==> src/rtl/spi_cmd_decoder.sv <==
// SPI command decoder: turns opcode/data bytes from an SPI slave into
// register write strobes and read requests, with burst and timeout handling.
module spi_cmd_decoder #(
  parameter int RD_TIMEOUT = 15
) (
  input  logic       i_sys_clk,
  input  logic       i_rst_b,
  input  logic       i_spi_cs_b,
  input  logic       i_rx_data_valid,
  input  logic [7:0] i_rx_byte,
  output logic       o_tx_data_valid,
  output logic [7:0] o_tx_byte,
  output logic [1:0] o_ioc,
  output logic [4:0] o_addr,
  output logic       o_wr_en,
  output logic [7:0] o_wr_data,
  output logic       o_rd_req,
  input  logic [7:0] i_rd_data,
  input  logic       i_rd_valid,
  output logic       o_err
);

  typedef enum logic [1:0] {
    IDLE,
    WR_DATA,
    RD_WAIT,
    RD_DATA
  } state_t;

  state_t     state, state_d;
  logic       cs_meta, cs_sync;
  logic [1:0] settle;
  logic       armed;
  logic       frame;
  logic [7:0] tmr, tmr_d;
  logic       rd_pend, rd_pend_d;
  logic [1:0] ioc_d;
  logic [4:0] addr_d;
  logic       wr_en_d, rd_req_d, tx_valid_d, err_d;
  logic [7:0] wr_data_d, tx_byte_d;

  // Frames count only after CS has been seen high once the chain has
  // flushed, so a reset inside a frame mutes the rest of that frame.
  always_ff @(posedge i_sys_clk or negedge i_rst_b) begin
    if (!i_rst_b) begin
      cs_meta <= 1'b1;
      cs_sync <= 1'b1;
      settle  <= 2'b00;
      armed   <= 1'b0;
    end else begin
      cs_meta <= i_spi_cs_b;
      cs_sync <= cs_meta;
      settle  <= {settle[0], 1'b1};
      if (settle[1] && cs_sync) armed <= 1'b1;
    end
  end

  assign frame = armed & ~cs_sync;

  always_ff @(posedge i_sys_clk or negedge i_rst_b) begin
    if (!i_rst_b) begin
      state           <= IDLE;
      tmr             <= '0;
      rd_pend         <= 1'b0;
      o_ioc           <= '0;
      o_addr          <= '0;
      o_wr_en         <= 1'b0;
      o_wr_data       <= '0;
      o_rd_req        <= 1'b0;
      o_tx_data_valid <= 1'b0;
      o_tx_byte       <= '0;
      o_err           <= 1'b0;
    end else begin
      state           <= state_d;
      tmr             <= tmr_d;
      rd_pend         <= rd_pend_d;
      o_ioc           <= ioc_d;
      o_addr          <= addr_d;
      o_wr_en         <= wr_en_d;
      o_wr_data       <= wr_data_d;
      o_rd_req        <= rd_req_d;
      o_tx_data_valid <= tx_valid_d;
      o_tx_byte       <= tx_byte_d;
      o_err           <= err_d;
    end
  end

  always_comb begin
    state_d    = state;
    tmr_d      = tmr;
    rd_pend_d  = 1'b0;
    ioc_d      = o_ioc;
    addr_d     = o_addr;
    wr_en_d    = 1'b0;
    wr_data_d  = o_wr_data;
    rd_req_d   = 1'b0;
    tx_valid_d = 1'b0;
    tx_byte_d  = o_tx_byte;
    err_d      = o_err;
    // Post-increment lands the cycle after each write strobe.
    if (o_wr_en) addr_d = o_addr + 5'd1;
    if (!frame) begin
      state_d   = IDLE;
      tx_byte_d = '0;
      if (state == WR_DATA && i_rx_data_valid) begin
        wr_en_d   = 1'b1;
        wr_data_d = i_rx_byte;
      end
    end else begin
      unique case (state)
        IDLE: begin
          if (i_rx_data_valid) begin
            ioc_d  = i_rx_byte[6:5];
            addr_d = i_rx_byte[4:0];
            if (i_rx_byte[7]) begin
              state_d = WR_DATA;
            end else begin
              state_d  = RD_WAIT;
              rd_req_d = 1'b1;
              tmr_d    = '0;
            end
          end
        end
        WR_DATA: begin
          if (i_rx_data_valid) begin
            wr_en_d   = 1'b1;
            wr_data_d = i_rx_byte;
          end
        end
        RD_WAIT: begin
          tmr_d = tmr + 8'd1;
          if (i_rx_data_valid) err_d = 1'b1;
          if (i_rd_valid) begin
            tx_valid_d = 1'b1;
            tx_byte_d  = i_rd_data;
            state_d    = RD_DATA;
          end else if (tmr == 8'(RD_TIMEOUT)) begin
            tx_valid_d = 1'b1;
            tx_byte_d  = 8'hEE;
            err_d      = 1'b1;
            state_d    = RD_DATA;
          end
        end
        RD_DATA: begin
          if (rd_pend) begin
            rd_req_d = 1'b1;
            tmr_d    = '0;
            state_d  = RD_WAIT;
          end else if (i_rx_data_valid) begin
            addr_d    = o_addr + 5'd1;
            rd_pend_d = 1'b1;
            tx_byte_d = '0;
          end
        end
      endcase
    end
  end

endmodule
==> config.mk <==
export PLATFORM = sky130hd
export DESIGN_NAME = spi_cmd_decoder
export DESIGN_NICKNAME = d
export VERILOG_FILES = /design/src/rtl/spi_cmd_decoder.sv
export SDC_FILE = /design/constraint.sdc
export NUM_CORES = 1
export LEC_CHECK = 0
export BUFFER_PORTS_ARGS = -buffer_cell sky130_fd_sc_hd__buf_2
export CAP_MARGIN = 20
export CELL_PAD_IN_SITES_DETAIL_PLACEMENT = 2
export CELL_PAD_IN_SITES_GLOBAL_PLACEMENT = 2
export CORE_UTILIZATION = 36
export DETAILED_ROUTE_END_ITERATION = 16
export PLACE_DENSITY_LB_ADDON = 0.1
export RECOVER_POWER = 50
export SYNTH_ARGS = -nofsm -noshare
export SYNTH_HDL_FRONTEND = slang
export SYNTH_SLANG_ARGS = --single-unit
==> constraint.sdc <==
create_clock -name i_sys_clk -period 4.9 [get_ports i_sys_clk]
set_input_delay 0.49 -clock i_sys_clk [delete_from_list [all_inputs] [get_ports i_sys_clk]]
set_output_delay 0.49 -clock i_sys_clk [all_outputs]
set_load 0.02 [all_outputs]
Word-level counts from Yosys, hierarchy flattened
Cells that the tools add are included.
- bits in registers: 43
- latch bits: 0
- memory bits (writable): 0
- bits in read-only memories: 0
- bits of input ports: 21
- output and inout bits: 27
- word-level logic and storage cells: 92
- memories kept: 0
- add/sub/neg operators: 2
- $mul: 0
- divide/modulo/power cells: 0
- magnitude comparators: 0
- eq/ne operators: 16
- shift operators: 0
- mux-type cells: 46
- bitwise operators: 2
- reduce and logical (&&, ||, !) cells: 11
- operator list (kind ; number):
    8-bit two-way mux ; 12
    5-bit two-way mux ; 5
    8-bit case mux with 3 select lines ; 1
    1-bit two-way mux ; 18
    8-bit case mux with 2 select lines ; 1
    2-bit two-way mux ; 6
    3-bit inequality test, second input constant ; 4
    5-bit case mux with 2 select lines ; 1
    8-bit by 1-bit adder with 8-bit output, second input constant ; 1
    8-bit by 4-bit == test with 1-bit output, second input constant ; 1
    2-bit inequality test, second input constant ; 4
    4-bit AND reduction ; 2
    2-bit case mux with 3 select lines ; 1
    3-bit AND reduction ; 2
    5-bit by 1-bit adder with 5-bit output, second input constant ; 1
    5-bit AND reduction ; 1
    2-bit == test, second input constant ; 2
    4-bit by 1-bit inequality test with 1-bit output, second input constant ; 1
    4-bit inequality test, second input constant ; 1
    3-bit by 1-bit inequality test with 1-bit output, second input constant ; 1
    3-bit nonzero test ; 1
    2-bit by 1-bit == test with 1-bit output, second input constant ; 1
    1-bit logical AND ; 2
    2-bit zero test ; 1
    other kinds (6) ; 6

Longest topological paths before layout
- depth in word-level cells: 6
- depth in mapped cells: 7
- mapped depth without buffers: 6

Worst setup path before layout
Ideal clock, no wire load.
- path kind: flip-flop to flip-flop
- from: register state[0]
- to: register o_addr[0]
- setup time: 0.121 ns
- arrival: 1.957 ns
- data required time: 4.779 ns
- path slack: 2.822 ns
- cell stages (with the launch flop): 8
- path buffers: 1
- period minus slack after synthesis: 2.078 ns
- path through: dfrtp_1 inv_1 ha_1 or3b_1 buf_6 a211o_1 a211o_1 a22o_1
- longest elaborated chain between the ends: 3
- elaborated cells on any way between the ends: 4
- those cells by class: eq/ne: 1; mux: 2; reduce/logical: 1
- RTL lines (item ; line ; RTL):
    from (decl) ; 30 ; state_t state, state_d;
    from (signal assigned) ; 74 ; state <= state_d;
    2-bit == test / 2-bit zero test (equally long branches) ; 110 ; unique case (state)
    5-bit case mux with 2 select lines (*) ; 110 ;
    5-bit two-way mux (*) ; 102 ; if (!frame) begin
    named net addr_d[0] ; 38 ; logic [4:0] addr_d;
    to (signal assigned) ; 78 ; o_addr <= addr_d;
    to (decl) ; 14 ; output logic [4:0] o_addr,
The timed path passes the listed nets; every way through them passes the cells marked *.
A chain may end at the register's enable or synchronous reset.

Worst setup path in the final report
- from: register state[0]
- to: register o_tx_byte[1]
- longest elaborated chain between the ends: 3
- elaborated cells on any way between the ends: 9
- those cells by class: eq/ne: 6; mux: 2; reduce/logical: 1
- RTL lines (item ; line ; RTL):
    2-bit == test ; 110 ;
    4-bit inequality test (no source line), or another cell as far along ; -- ;
    4-bit AND reduction (no source line) / 8-bit two-way mux (equally long branches) ; -- ;
    to (signal assigned) ; 83 ; o_tx_byte <= tx_byte_d;
    to (decl) ; 12 ; output logic [7:0] o_tx_byte,
Parallel ways exist; a longest one is shown, timed or not.

==> key figures <==
STA
  – Tightest Pin Transition: around 2.3 ns
  – Hold Slack: ~0.29 ns
  – Hold violation count in the final report: 0
  – Pins Over Slew Limit: 44
  – Crit path time final: approximately 2.4 ns
  – Setup TNS: 0 ns
  – Fmax: 0.412 GHz
  – Period utilization: roughly half
  – Layout Skew: 0.00791 ns
  – Worst slew margin: -52.3%
  – Unrepaired setup endpoints after global routing: false
  – Setup-failing EPs final: 0

Setup path
  – Setup CP Type: register to register
  – Critical Path RT: 5.13 ns
  – CP Cell Sequence: inv_1 -> ha_1 -> inv_1 -> a211o_1 -> a21oi_1 -> a22o_1
  – Worst path bufs/invs: 2
  – Slowest CP cell: a21oi_1
  – CP Data Arrival Time: 2.66 ns
  – Max incr delay on CP: roughly 0.53 ns
  – Kind of cell adding the most delay to the critical path: compound AO/OA/AOI/OAI gates
  – Startpoint Class: register
  – CP Capture Type: register
  – CP Max Fanout: 11
  – Most frequent CP cell: inv_1

Place
  – Cells after DPL: roughly 300
  – Gpl congestion: 0.799
  – Port Buffers: 47
  – Post-DP Area: 0.00240 sq mm
  – Final HPWL DP: 4.25 mm

Power
  – Final total power: around 0.0014 W
  – P_leak: approximately 1.2 nW
  – Pwr dens: approximately 550 mW/mm^2
  – Max VDD drop: 0.300 mV

Layout
  – Non-Filler Instances: approximately 320
  – Nets: 271
  – Area of the multi-input gates: 973 sq um
  – Post-route cell area: 0.00252 sq mm
  – Proportion of layout cells with a drive suffix above 1: 24.2%
  – Sequential Area: 0.00108 sq mm
  – Synth-to-layout area growth: 20.0%
  – Filler cell count: 622
  – Diode count: 0

Routing
  – Drt wl/cell: ~18 microns
  – First-pass iteration count of the detailed router: 4
  – Via count: ~1700
  – Via/cell ratio: 5.48
  – Routed wire length: ~5.7 mm
  – Drc violations: 0
  – DR iter-0 viols: 73
  – Routed Antenna Nets: 0

Outcome
  – Failing checks: capacitance limit, slew limit
  – Status: finished with violations

Run
  – Max cap viols: 1

Logic synthesis
  – Register area share after synthesis: 51.3%
  – Post-Syn Instances: slightly below 200
  – Commonest cells in the netlist: dfrtp_1 (41), nand2_1 (17), nor2_1 (11)
  – FFs w/ async S/R, synth: 100%
  – Syn_nets: 223
  – Post-synth top area share: 48.8%
  – Synth Register Bits: 43
  – Count leader, synth: dfrtp_1
  – Area contributors post-synth: dfrtp_1 (49%), mux2_2 (5.4%), ha_1 (4.2%)
  – Ys Warns: 0
  – Synth Cell Area: 0.00210 sq mm
  – Area leader, netlist: dfrtp_1
  – Synth Flop Type: dfrtp_1
  – Post-synth cell types: 45
  – Syn avg cell area: 10.8 sq um
  – Post-synth EDFFs: 0

Clock tree
  – Clk Latency, worst-skew pair: 0.30 ns
  – CTS tree: built
  – PostCTS Resize Cnt: 0
  – Longest Clk Path Bufs: 2
  – Clk sinks: 43
  – Post-CTS setup buffers: 0
  – Hold-fix buffers, CTS: 0
  – Clk pin slew, worst setup/hold paths: 0.08 ns
  – TritonCTS Buffers: 5
  – Clock root buffer: clkbuf_8
  – H-tree depth: 2

GRT
  – First-pass GRT wire length: 9.47 mm
  – Total GRT Usage: between 10% and 20%
  – Total grt overflow: 0
  – Initial antenna violation count: 0
  – Number of global-route vias before repair: 1880
  – Pin count of the biggest net entering global routing: 44

Floorplanning
  – Die Wd: 78.4 microns
  – Die height: 78.4 microns
  – Core Footprint: 0.00557 sq mm
  – Total die area: ~0.0061 sq mm
  – Initial core utilization: 37.7%
  – I/O pin total: 48
  – Rows: 27

Min path
  – Hold crit path type: input pin to register
## through the flow
step	utilization, %	setup WS (ns)
after floorplan	-	2.82
after global placement	43.0	2.68
after detailed placement	43.0	2.49
after CTS	45.4	2.46
after global routing	45.2	2.24
final	45.2	2.47
## layout make-up
cell class	count	share of cell area, %
Sequential cell	43	42.8
Tap cell	72	3.57
Timing Repair Buffer	47	8.84
Inverter	5	0.745
Clock buffer	5	2.73
Clock inverter	3	2.68
Multi-Input combinational cell	141	38.6
## power by group
| group | internal [W] | switching, W | total (W) |
|---|---|---|---|
| combinational | 0.000197 | 0.000334 | 0.000531 |
| sequential | 0.000449 | 0.0000779 | 0.000527 |
| clock | 0.000203 | 0.000128 | 0.000331 |
## metal layers
layer	track usage, %	part of all wire [%]
met5	0	0
met4	5.74	1.3
met3	3.60	2.6
met2	35.4	51
met1	24.4	45
## state kept, by name (all words and copies together) (netlist names), 2 cells and up
| name | flops |
|---|---|
| o_tx_byte | 8 |
| o_addr | 5 |
| state | 2 |
| tmr | 8 |
| o_wr_data | 8 |
| o_ioc | 2 |
| settle | 2 |
## cells in the final DEF (no fill, tap or decap), types with 5 or more instances in the layout
cell type,netlist,final
nand3_1,10,10
mux2_2,10,10
inv_1,5,5
nand2b_1,10,10
nor3_1,6,6
a21oi_1,6,6
buf_2,0,37
ha_1,7,7
clkbuf_1,5,10
nand2_1,17,17
o21ai_0,10,10
a22o_1,7,7
clkbuf_8,0,5
dfrtp_1,41,41
nor2_1,11,11
## cell families after synthesis
kind of cell	Yosys count	synth area share [%]
and+or+nand+nor	70	17.2
AOI/OAI and AO/OA	50	18.1
DFF	43	51.3
muxes	11	5.84
buffers and inverters	11	2.32
adders and majority gates	7	4.17
xor gates and xnor gates	2	0.834
other	1	0.179
## final timing paths
kind                                 start           end  slack (ns)  cells past startpoint
worst max-delay path              state[0]  o_tx_byte[1]        2.47                      6
min in group asynchronous          i_rst_b  o_wr_data[4]        0.86                      1
worst min register to register   settle[0]     settle[1]        0.36                      0
worst min-delay path            i_spi_cs_b       cs_meta        0.29                      1
max in group asynchronous          i_rst_b  o_wr_data[1]        2.73                      1
worst max register to register    state[0]  o_tx_byte[1]        2.47                      6
(Power assumes the default switching activity.)
